$ cat src/rtl/fetch_ctrl_pkg.sv
// fetch_ctrl_pkg: shared types and constants for the fetch sequencer.
// Holds the FSM state enum, instruction size and default reset PC.
package fetch_ctrl_pkg;

  typedef enum logic [1:0] {
    RUN  = 2'd0,
    MISS = 2'd1,
    KILL = 2'd2
  } fetch_ctrl_state_e;

  localparam logic [63:0] INSTR_BYTES  = 64'd4;
  localparam logic [63:0] DEF_RESET_PC = 64'h8000_0000;

endpackage

$ cat src/rtl/fetch_ctrl_perf_counter.sv
// perf_counter: free-running event counter, wraps modulo 2^W.
// Ports: i_clk, i_clr (sync clear), i_en (count enable), o_count.
module perf_counter #(
  parameter int W = 32
) (
  input  logic         i_clk,
  input  logic         i_clr,
  input  logic         i_en,
  output logic [W-1:0] o_count
);

  logic [W-1:0] r_count;

  always_ff @(posedge i_clk) begin
    if (i_clr)
      r_count <= '0;
    else if (i_en)
      r_count <= r_count + 1'b1;
  end

  assign o_count = r_count;

endmodule

$ cat src/rtl/fetch_ctrl.sv
// fetch_ctrl: fetch PC owner and stall/bubble sequencer.
// Ports: i_clk, i_rst (sync, active-high); backend stall, redirect,
// icache miss/refill inputs; o_pc, o_fetch_stall, o_fetch_bubble,
// and two performance counters.
module fetch_ctrl
  import fetch_ctrl_pkg::*;
#(
  parameter logic [63:0] RESET_PC = DEF_RESET_PC,
  parameter int          CNT_W    = 32
) (
  input  logic             i_clk,
  input  logic             i_rst,
  input  logic             i_backend_stall,
  input  logic             i_redirect_valid,
  input  logic [63:0]      i_redirect_pc,
  input  logic             i_icache_miss,
  input  logic             i_icache_refill_done,
  output logic [63:0]      o_pc,
  output logic             o_fetch_stall,
  output logic             o_fetch_bubble,
  output logic [CNT_W-1:0] o_perf_miss_cycles,
  output logic [CNT_W-1:0] o_perf_redirects
);

  fetch_ctrl_state_e r_state;
  fetch_ctrl_state_e w_state_nxt;
  logic [63:0]       r_pc;
  logic [63:0]       w_pc_nxt;
  logic              w_not_run;
  logic              w_unused;

  // Redirect targets are word aligned; the low bits are dropped.
  assign w_unused  = ^i_redirect_pc[1:0];
  assign w_not_run = (r_state != RUN);

  always_ff @(posedge i_clk) begin
    if (i_rst)
      r_state <= RUN;
    else
      r_state <= w_state_nxt;
  end

  // A refill in flight must be drained even when the line is no
  // longer wanted, so a redirect moves MISS to KILL rather than RUN.
  always_comb begin
    w_state_nxt = r_state;
    unique case (r_state)
      RUN: begin
        if (i_icache_miss)
          w_state_nxt = i_redirect_valid ? KILL : MISS;
      end
      MISS: begin
        if (i_icache_refill_done)
          w_state_nxt = RUN;
        else if (i_redirect_valid)
          w_state_nxt = KILL;
      end
      KILL: begin
        if (i_icache_refill_done)
          w_state_nxt = RUN;
      end
      default: w_state_nxt = RUN;
    endcase
  end

  // A redirect always clears the entry; a miss only clears it when
  // the backend is not holding it.
  always_comb begin
    o_fetch_stall  = i_backend_stall & ~i_redirect_valid;
    o_fetch_bubble = i_redirect_valid |
                     (~i_backend_stall & (w_not_run | i_icache_miss));
  end

  always_comb begin
    w_pc_nxt = r_pc;
    if (i_redirect_valid)
      w_pc_nxt = {i_redirect_pc[63:2], 2'b00};
    else if (!w_not_run && !i_icache_miss && !i_backend_stall)
      w_pc_nxt = r_pc + INSTR_BYTES;
  end

  always_ff @(posedge i_clk) begin
    if (i_rst)
      r_pc <= RESET_PC;
    else
      r_pc <= w_pc_nxt;
  end

  assign o_pc = r_pc;

  perf_counter #(.W(CNT_W)) u_miss_cnt (
    .i_clk   (i_clk),
    .i_clr   (i_rst),
    .i_en    (w_not_run),
    .o_count (o_perf_miss_cycles)
  );

  perf_counter #(.W(CNT_W)) u_redir_cnt (
    .i_clk   (i_clk),
    .i_clr   (i_rst),
    .i_en    (i_redirect_valid),
    .o_count (o_perf_redirects)
  );

endmodule

$ cat config.mk
export PLATFORM = sky130hd
export DESIGN_NAME = fetch_ctrl
export DESIGN_NICKNAME = d
export VERILOG_FILES = /design/src/rtl/fetch_ctrl_pkg.sv /design/src/rtl/fetch_ctrl_perf_counter.sv /design/src/rtl/fetch_ctrl.sv
export SDC_FILE = /design/constraint.sdc
export NUM_CORES = 1
export LEC_CHECK = 0
export ABC_AREA = 0
export BUFFER_PORTS_ARGS = -buffer_cell sky130_fd_sc_hd__buf_2
export CAP_MARGIN = 20
export CORE_MARGIN = 2
export CORE_UTILIZATION = 56
export CTS_CLUSTER_SIZE = 16
export DETAILED_ROUTE_END_ITERATION = 8
export GPL_ROUTABILITY_DRIVEN = 0
export PLACE_DENSITY = 0.82
export SLEW_MARGIN = 10
export SYNTH_ARGS = -nofsm -noshare
export SYNTH_HDL_FRONTEND = slang
export SYNTH_SLANG_ARGS = --single-unit
$ cat constraint.sdc
create_clock -name i_clk -period 6.19 [get_ports i_clk]
set_input_delay 0.9285 -clock i_clk [delete_from_list [all_inputs] [get_ports i_clk]]
set_output_delay 0.9285 -clock i_clk [all_outputs]
set_load 0.05 [all_outputs]
# After elaboration in Yosys (flattened, before gate mapping)
# Cells that the tools add are included.
[word_totals] reg_bits=130 latchBits=0 mem_bits_rw=0 romBits=0 inputBits=70 out_inout_bits=130 wordCells=37 n_memories=0
[classes] add_sub_neg=3 multipliers=0 div=0 order_cmp=0 eq_ne=5 n_shift=0 n_mux=8 bitwise=6 n_reduce_logical=10
[ops] operator="two-way mux 64 bit" count=2
[ops] operator="adder 32 x 1 -> 32 bit, second input constant" count=2
[ops] operator="adder 64 x 3 -> 64 bit, second input constant" count=1
[ops] operator="two-way mux 2 bit" count=5
[ops] operator="one-hot mux 2 bit (3 select lines)" count=1
[ops] operator="inequality test 2 bit, second input constant" count=2
[ops] operator="nonzero test 2 bit" count=2
[ops] operator="logical NOT 1 bit" count=3
[ops] operator="inequality test 3 bit, second input constant" count=1
[ops] operator="AND reduction 3 bit" count=1
[ops] operator="AND 1 bit" count=2
[ops] operator="== test 2 x 1 -> 1 bit, second input constant" count=1
[ops] operator="== test 2 bit, second input constant" count=1
[ops] operator="logical AND 1 bit" count=2
[ops] operator="logical NOT 2 bit" count=1
[ops] operator="inverter 1 bit" count=2
[ops] operator="OR 1 bit" count=2
[ops] operator="OR reduction 2 bit" count=1

# Logic depth before layout (Yosys ltp)
# Gate-level depths: netlist of the first run.
[logic_depth] word_depth=6 ltp_mapped=7 mapped_depth_nobuf=6

# By module
# From an unflattened synthesis of the first run, not the netlist that was laid out.
[hier_totals] cells_unflattened=881 hier_area_um2=7159.4
[modules_own_cells] mod="fetch_ctrl" n_inst=1 cells_each=519 area_per_inst_um2=4031.4 seq_area_each_um2=1281.2
[modules_own_cells] mod="perf_counter" n_inst=2 cells_each=181 area_per_inst_um2=1564.0 seq_area_each_um2=640.6

# Least setup slack after synthesis of the first run
# No wires, ideal clock.
[synth_path] kind="input to output" start="input i_redirect_valid" end="output o_fetch_stall" arrival_ps=2238 required_ps=5261 setup_slack_ps=3023 cell_stages=4 path_buffers=3 path_cell_list="clkbuf_1 > clkbuf_1 > buf_1 > nor2b_1"
[synth_between] elab_chain_len=2
[synth_rtl] item="from (decl)" line_no="fetch_ctrl.sv:14" rtl="input logic i_redirect_valid,"
[synth_rtl] item="inverter 1 bit" line_no="fetch_ctrl.sv:69" rtl="o_fetch_stall = i_backend_stall & ~i_redirect_valid;"
[synth_rtl] item="AND 1 bit" line_no="fetch_ctrl.sv:69"
[synth_rtl] item="to (decl)" line_no="fetch_ctrl.sv:19" rtl="output logic o_fetch_stall,"
# No other way between the ends.

# Worst setup path in the final report of the first run
[layout_path] start="input i_icache_miss" end="register r_pc[54] (netlist: o_pc[54])"
[layout_between] elab_chain_len=4
[layout_rtl] item="from (decl)" line_no="fetch_ctrl.sv:16" rtl="input logic i_icache_miss,"
[layout_rtl] item="logical NOT 1 bit" line_no="fetch_ctrl.sv:78" rtl="else if (!w_not_run && !i_icache_miss && !i_backend_stall)"
[layout_rtl] item="logical AND 1 bit (2 in a row)" line_no="fetch_ctrl.sv:78"
[layout_rtl] item="nonzero test 2 bit (no line)"
[layout_rtl] item="to (signal assigned)" line_no="fetch_ctrl.sv:86" rtl="r_pc <= w_pc_nxt;"
[layout_rtl] item="to (decl)" line_no="fetch_ctrl.sv:27" rtl="logic [63:0] r_pc;"
# No other way between the ends.
# A chain may end at the register's enable or synchronous reset.

==> results of run 1 <==
-- registers in the layout (all words and copies together), names as in the netlist --
| name | cells |
|---|---|
| o_pc | 62 |
| r_state | 2 |
| u_miss_cnt.o_count | 32 |
| u_redir_cnt.o_count | 32 |
-- cell usage after synthesis, types with 18 or more instances --
cell type and instances:
and3_1 19, xor2_1 22, or3_1 18, a211oi_1 28
nor2_1 101, and4_1 24, clkbuf_1 38, nor3_1 34
a21oi_1 18, nand2_1 54, dfxtp_1 128, inv_1 25
xnor2_1 50, nand3_1 40, o21ai_0 26, nand4_1 38
nor4_1 24
-- power by group --
part | internal [W] | total (W) | leakage, nW | switching [W]
registers | 0.000856 | 0.000901 | 1.05 | 0.0000447
logic | 0.0000775 | 0.000273 | 2.06 | 0.000195
clock network | 0.000619 | 0.000978 | 0.281 | 0.000359
total | 0.00155 | 0.00215 | 3.38 | 0.000599
-- cell type report --
class | count | area, um2 | share of cell area, %
clock buffer | 21 | 470 | 5.69
multi-input combinational | 613 | 3850 | 46.5
timing repair buffer | 199 | 1010 | 12.2
clock inverter | 10 | 111 | 1.35
tap | 143 | 179 | 2.16
inverter | 25 | 93.8 | 1.13
sequential | 128 | 2560 | 31.0
-- cells by family (layout without fill, tap and decap cells) --
| logic type | count (synthesis) | in the layout | synth area share, % |
|---|---|---|---|
| adders and majority gates | 3 | 3 | 0.561 |
| DFF | 128 | 128 | 38.3 |
| and+or+nand+nor | 404 | 404 | 32.7 |
| other | 1 | 2 | 0.0560 |
| xor gates and xnor gates | 72 | 72 | 9.42 |
| buffers and inverters | 72 | 255 | 4.35 |
| muxes | 6 | 6 | 0.953 |
| AOI/OAI and AO/OA | 126 | 126 | 13.7 |
-- metal layers --
layer  up-vias  track usage, %
met1      3105            35.2
met3        32            7.28
met2       256            45.4
met4         0            9.35
li1       3327               -
met5         -               0
-- through the flow --
step / setup WS [ns] / std cells / hold WS [ns]
2_1_floorplan: 3.02 / 813 / 0.600
3_3_place_gp: 2.73 / 1108 / 0.479
3_5_place_dp: 2.56 / 1108 / 0.485
4_1_cts: 2.97 / 1139 / 0.492
5_1_grt: 2.70 / 1139 / 0.517
6_report: 2.96 / 1139 / 0.497
-- final timing paths --
kind	endpoint	from	cells past startpoint	slack (ns)
worst min register to register	u_redir_cnt.o_count[31]	u_redir_cnt.o_count[31]	2	0.50
worst max register to register	o_pc[54]	o_pc[11]	5	3.04
worst max-delay path	o_pc[54]	i_icache_miss	6	2.96
worst min-delay path	u_redir_cnt.o_count[31]	u_redir_cnt.o_count[31]	2	0.50
-- worst register-to-register path: stages, from the launching register on --
cell       delay (ns)
dfxtp_1          0.42
and4_1           0.34
nand4_1          0.61
nor4_4           1.07
a211oi_1         0.16
a2111oi_0        0.42
-- cell usage in the layout, fill, tap and decap left out, drive strengths merged, types with 22 or more instances in the layout --
| cell type | synthesis | layout |
|---|---|---|
| nand2 | 54 | 54 |
| inv | 25 | 25 |
| a211oi | 28 | 28 |
| nor2 | 101 | 101 |
| xnor2 | 50 | 50 |
| dfxtp | 128 | 128 |
| and4 | 24 | 24 |
| nor3 | 34 | 34 |
| buf | 9 | 199 |
| nand4 | 40 | 40 |
| xor2 | 22 | 22 |
| o21ai | 26 | 26 |
| nand3 | 40 | 40 |
| nor4 | 27 | 27 |
==> run summary, run 1 <==
CP Launch Type: input port
Mapped Cells: 812
Synth Warn #: 0
CTS Root Cell: clkbuf_16
Achievable Freq: 310 MHz
layout net count: 1057
Synth top area share: 38.3%
post-layout min period: 3.23 ns
ys flop type: dfxtp_1
Die ar.: 12800 um2
layout cells sized above 1: 24.1%
final setup TNS: 0 ns
ANT cells: 0
CTS hold repair buffers: 0
vias per cell: 5.90
DP Area: 7690 um2
fin. max-slew vios: 0
initial antenna violation count: 1
Die Y: 113 um
Iteration-0 DRC Markers: 674
met2 wire len: 8600 um
Critical-path top delay cell: nor4_4
Design Power: 0.00215 W
Rows: 39
WL final: 18100 um
Worst Max-Slew Pin Slew: 0.976 ns
register area share after synthesis: 38.3%
Clk pin slew, worst setup/hold paths: 0.06 ns
worst stage delay on the critical path: 0.89 ns
number of flops mapped to enable cells by yosys: 0
GRT Residual Overflow: 0
WL met1: 7860 um
I/O Pins: 200
# clock sinks: 128
Post-Syn Area: 6700 um2
async set or reset register ratio after synthesis: 0%
max layer used: met4
P&R area growth vs syn: 23.5%
fin util: 71.5%
Total GRT Usage: 27.6%
final setup fails: 0
P per Cell Area: 260 nW/um2
CP Buf/Inv Count: 1
met3 wire length: 1320 um
#FFs+latches synth: 128
first-pass GRT wire length: 29000 um
distinct cell type count after synthesis: 55
wire length per cell: 15.9 um
DRC Markers: 0
Final Skew: 0.00788 ns
RSZ-0062 raised after global routing: false
worst-path cell chain: buf_2, nor4_4, nand4_2, nor4_4, a211oi_1, a2111oi_0
critical path class: in2reg
clk_lat worst skew: 0.42 ns
# resized after CTS: 0
leak pwr: 3.38 nW
first drt pass iteration count: 7
Max Root-Sink Buffers: 2
CTS buffer count: 17
post-CTS setup buffers: 0
Design Area, Final: 8270 um2
CTS tree: built
main area contributors after synthesis: dfxtp_1 (38%), xnor2_1 (6.5%), nor2_1 (5.7%), nand4_1 (3.6%), a211oi_1 (3.1%)
final hold vios: 0
status: completed
H-tree Lvls: 4
Crit path max-delay family: simple AND/OR/NAND/NOR gates
maxcap violations: 0
largest area contributor in the netlist: dfxtp_1
Mean Syn Cell Area: 8.25 um2
period utilization: 52.2%
Slew headroom: 34.5%
worst endpoint required time: 6.47 ns
fillcell total: 953
vias in the first global route: 6063
Core Box Area: 11600 um2
number of nets still failing antenna checks after routing: 0
Initial Util: 57.9%
chip width: 113 um
crit-path max FO: 17
CP endpoint kind: flip-flop
worst vdd ir: 0.000236 V
vias after detailed routing: 6720
Hold Path Class: reg2reg
pin count of the biggest net entering global routing: 95
CP dominant cell by count: nor4_4
WP data arrival: 3.51 ns
Buffers on Ports: 195
post-detail-place hpwl: 12300 um
Note: power is estimated with default switching activity, not from simulation.
==> run 2: changes to the inputs <==
--- a/config.mk
+++ b/config.mk
@@ -9,11 +9,11 @@
 export BUFFER_PORTS_ARGS = -buffer_cell sky130_fd_sc_hd__buf_2
 export CAP_MARGIN = 20
 export CORE_MARGIN = 2
-export CORE_UTILIZATION = 56
+export CORE_UTILIZATION = 47
 export CTS_CLUSTER_SIZE = 16
 export DETAILED_ROUTE_END_ITERATION = 8
 export GPL_ROUTABILITY_DRIVEN = 0
-export PLACE_DENSITY = 0.82
+export PLACE_DENSITY = 0.73
 export SLEW_MARGIN = 10
 export SYNTH_ARGS = -nofsm -noshare
 export SYNTH_HDL_FRONTEND = slang
==> constraint.sdc (replaced) <==
create_clock -name i_clk -period 2.9 [get_ports i_clk]
set_input_delay 0.435 -clock i_clk [delete_from_list [all_inputs] [get_ports i_clk]]
set_output_delay 0.435 -clock i_clk [all_outputs]
set_load 0.05 [all_outputs]
==> run 2 against run 1 <==
- die area is 18% higher
- sequential power is 110% higher
- first-iteration DRC count is 28% lower
- combinational power is 120% higher
- clock power is 110% higher
- sequential share of layout area is 0.45 points lower
- hold slack worse by 0.24 ns
- final cell count is 4.4% higher
- register-to-register slack worse by 2.7 ns
- critical endpoint is now o_pc[50]
==> run summary, run 2 (synthesis gave the netlist of run 1 again) <==
wire length per cell: 15.6 um
Iteration-0 DRC Markers: 486
Slew headroom: 58.3%
Core Box Area: 13900 um2
Hold Startpoint: i_redirect_pc[3]
Die ar.: 15200 um2
P&R area growth vs syn: 25.4%
fillcell total: 1278
DRC Markers: 0
chip width: 123 um
WL final: 18500 um
Multi-input gate area: 3850 um2
WP data arrival: 2.88 ns
crit-path max FO: 10
vias in the first global route: 5819
vias after detailed routing: 6695
most frequent cells in the layout: buf_2 (194), dfxtp_1 (128), nor2_1 (101)
Die Y: 123 um
RSZ-0062 raised after global routing: false
# resized after CTS: 0
Hold Path Class: in2reg
Max Root-Sink Buffers: 2
Final Skew: 0.00635 ns
H-tree Lvls: 4
final setup fails: 0
first drt pass iteration count: 5
status: completed
CTS hold repair buffers: 0
post-CTS setup buffers: 0
Clk pin slew, worst setup/hold paths: 0.05 ns
initial antenna violation count: 2
worst stage delay on the critical path: 0.69 ns
post-layout min period: 2.52 ns
CTS buffer count: 17
number of nets still failing antenna checks after routing: 0
fin. max-slew vios: 0
post-detail-place hpwl: 13000 um
# clock sinks: 128
Worst Max-Slew Pin Slew: 0.621 ns
CTS tree: built
pin count of the biggest net entering global routing: 61
CP Launch Type: flip-flop
max reg flops: 62
worst endpoint required time: 3.26 ns
final setup TNS: 0 ns
layout net count: 1070
Critical R2R Launch: o_pc[5]
final hold vios: 0
maxcap violations: 0
critical path class: reg2reg
period utilization: 87.0%
Achievable Freq: 396 MHz
CTS Root Cell: clkbuf_16
commonest non-fill, non-tap cell in the layout: buf_2
Cells on Worst Hold Path: 3
P per Cell Area: 540 nW/um2
leak pwr: 3.44 nW
I/O Pins: 200
Critical-path top delay cell: or4_1
clk_lat worst skew: 0.42 ns
vias per cell: 5.63
worst-path cell chain: and4_1, nand4_1, buf_4, or4_1, or3_1, nand3_1
Rows: 43
worst hold slack: 0.253 ns
Buffers on Ports: 195
first-pass GRT wire length: 29300 um
worst vdd ir: 0.000360 V
Register Area: 2560 um2
worst setup path start: o_pc[5]
layout cells sized above 1: 24.9%
CP endpoint kind: flip-flop
Worst Reg-to-Reg Cells: 6
Initial Util: 48.2%
Total GRT Usage: 24.3%
GRT Residual Overflow: 0
[run 2: final timing paths]
| path | to | slack, ns |
|---|---|---|
| max reg2reg | o_pc[50] | 0.38 |
| min | o_pc[3] | 0.25 |
| max | o_pc[50] | 0.38 |
| min reg2reg | u_redir_cnt.o_count[31] | 0.50 |
[run 2: layout make-up]
| class | count | share of cell area, % |
|---|---|---|
| clock inverters | 6 | 0.686 |
| flip-flops and latches | 128 | 30.5 |
| clock buffers | 23 | 5.93 |
| repair buffers | 212 | 13.2 |
| inverters | 25 | 1.12 |
| multi-input cells | 613 | 45.8 |
| well taps | 180 | 2.68 |
| diodes | 2 | 0.0596 |
[run 2: layer usage]
metal	vias up	track usage [%]	routed length, um
met1	3096	32.6	8350
met5	-	0	16
met4	2	9.59	394
li1	3353	-	-
met2	210	37.1	8460
met3	34	6.37	1290
[run 2: critical path, delay by kind of cell, from the launching register on]
kind | cells | cell delay (ns)
and+or+nand+nor | 5 | 1.77
buffers and inverters | 1 | 0.29
DFF | 1 | 0.40
[run 2: power by group]
group,switching (W),internal [W]
logic,0.000420,0.000170
registers,0.0000935,0.00183
clock network,0.000749,0.00127
total,0.00126,0.00327
[run 2: through the flow]
| stage | cells | total power (W) | utilization, % | area (um2) | setup WS [ns] |
|---|---|---|---|---|---|
| 3_5_place_dp | 1158 | 0.00254 | 56.4 | 7830 | 0.359 |
| 2_1_floorplan | 813 | 0.00236 | - | 6700 | 0.115 |
| 3_3_place_gp | 1158 | 0.00254 | 56.4 | 7830 | 0.393 |
| 4_1_cts | 1187 | 0.00456 | 60.4 | 8390 | 0.404 |
| 6_report | 1189 | 0.00453 | 60.5 | 8390 | 0.377 |
| 5_1_grt | 1188 | 0.00471 | 60.5 | 8390 | 0.154 |
==> run 3: changes to the inputs <==
--- a/config.mk
+++ b/config.mk
@@ -14,6 +14,7 @@
 export DETAILED_ROUTE_END_ITERATION = 8
 export GPL_ROUTABILITY_DRIVEN = 0
 export PLACE_DENSITY = 0.73
+export RECOVER_POWER = 100
 export SLEW_MARGIN = 10
 export SYNTH_ARGS = -nofsm -noshare
 export SYNTH_HDL_FRONTEND = slang
==> run 3 against run 2 <==
- largest cell class unchanged
- die area is the same
- first-iteration DRC count is 8.0% lower
- total power is 0.39% lower
- clock skew rose by 0.0014 ns
- register-to-register slack is essentially flat
- clock-buffer cell count unchanged
- core utilization decreased by 1.4 points
- sequential power hardly changed
- sequential share of layout area rose by 0.72 points
==> run summary, run 3 (synthesis gave the netlist of run 1 again) <==
Design Power: 0.00451 W
Slew headroom: 17.0%
met1 Usage GRT: 32.6%
Placement Setup Slack: 0.359 ns
pin count of the biggest net entering global routing: 61
H-tree Lvls: 4
post-layout min period: 2.54 ns
worst setup margin: 0.365 ns
Worst Max-Slew Pin Slew: 1.24 ns
Iteration-0 DRC Markers: 447
post-detail-place hpwl: 13000 um
RSZ-0062 raised after global routing: false
period utilization: 87.4%
fin util: 59.1%
worst-path cell chain: and4_1, nand4_1, buf_4, or4_1, or3_1, nand3_1
P per Cell Area: 550 nW/um2
first-pass GRT wire length: 29300 um
# clock sinks: 128
Die ar.: 15200 um2
# resized after CTS: 0
initial antenna violation count: 2
Total GRT Usage: 24.3%
final hold vios: 0
layout net count: 1070
GRT Max-Usage Layer: met2
DRC Markers: 0
crit-path max FO: 10
CTS Root Cell: clkbuf_16
CTS buffer count: 17
CTS tree: built
wire length per cell: 15.7 um
leak pwr: 2.90 nW
most frequent cells in the layout: clkbuf_1 (133), dfxtp_1 (128), nor2_1 (101)
final setup TNS: 0 ns
P&R area growth vs syn: 22.5%
Design Area, Final: 8200 um2
worst stage delay on the critical path: 0.68 ns
Rows: 43
vias per cell: 5.63
WP data arrival: 2.89 ns
Achievable Freq: 394 MHz
vias in the first global route: 5819
GRT Residual Overflow: 0
CP Launch Type: flip-flop
Die Y: 123 um
fin. max-slew vios: 0
WL final: 18600 um
Hold Path Class: in2reg
met3 Resource Use GR: 6.37%
vias after detailed routing: 6695
first drt pass iteration count: 5
chip width: 123 um
CP endpoint kind: flip-flop
CTS hold repair buffers: 0
final setup fails: 0
Buffers on Ports: 195
max reg flops: 62
Critical-path top delay cell: or4_1
Clk pin slew, worst setup/hold paths: 0.06 ns
Final Skew: 0.00775 ns
layout cells sized above 1: 11.5%
Initial Util: 48.2%
DP Area: 7830 um2
commonest non-fill, non-tap cell in the layout: clkbuf_1
worst vdd ir: 0.000357 V
Max Root-Sink Buffers: 2
met2 global-route usage: 37.1%
Core Box Area: 13900 um2
worst endpoint required time: 3.25 ns
status: completed
number of nets still failing antenna checks after routing: 0
post-CTS setup buffers: 0
I/O Pins: 200
clk_lat worst skew: 0.42 ns
maxcap violations: 0
critical path class: reg2reg
==> run 3: worst paths after layout <==
check | from | to | slack [ns] | cells after the start
worst max-delay path | o_pc[5] | o_pc[50] | 0.36 | 6
worst min-delay path | i_redirect_pc[9] | o_pc[9] | 0.25 | 2
worst max register to register | o_pc[5] | o_pc[50] | 0.36 | 6
worst min register to register | u_redir_cnt.o_count[31] | u_redir_cnt.o_count[31] | 0.49 | 2
==> run 3: cell type report <==
cell class | instances | area, um2
timing repair buffer | 212 | 926
clock inverter | 6 | 57.6
clock buffer | 23 | 498
sequential | 128 | 2560
antenna | 2 | 5.00
multi-input combinational | 613 | 3830
inverter | 25 | 93.8
fill | 1365 | 5680
tap | 180 | 225
==> run 3: routing by layer <==
| layer | vias up | wire (um) | share of wire [%] |
|---|---|---|---|
| li1 | 3353 | - | - |
| met1 | 3089 | 8510 | 46 |
| met2 | 219 | 8400 | 45 |
| met3 | 32 | 1320 | 7.1 |
| met4 | 2 | 382 | 2.1 |
| met5 | - | 16 | 0.086 |
==> run 3: per-stage QoR <==
stage,instances,hold slack (ns)
2_1_floorplan,813,0.573
3_3_place_gp,1158,0.477
3_5_place_dp,1158,0.489
4_1_cts,1187,0.240
5_1_grt,1188,0.256
6_report,1189,0.255
==> run 3: worst max-delay path: cells and delay by family, from the launching register on <==
kind	cells	cell delay (ns)
buffers and inverters	1	0.29
DFF	1	0.41
and+or+nand+nor	5	1.76
==> run 3: report_power, final <==
group	total [W]	switching [W]	internal, W
Combinational	0.000571	0.000421	0.000150
Clock	0.00202	0.000748	0.00127
Sequential	0.00192	0.0000962	0.00183
Total	0.00451	0.00126	0.00325
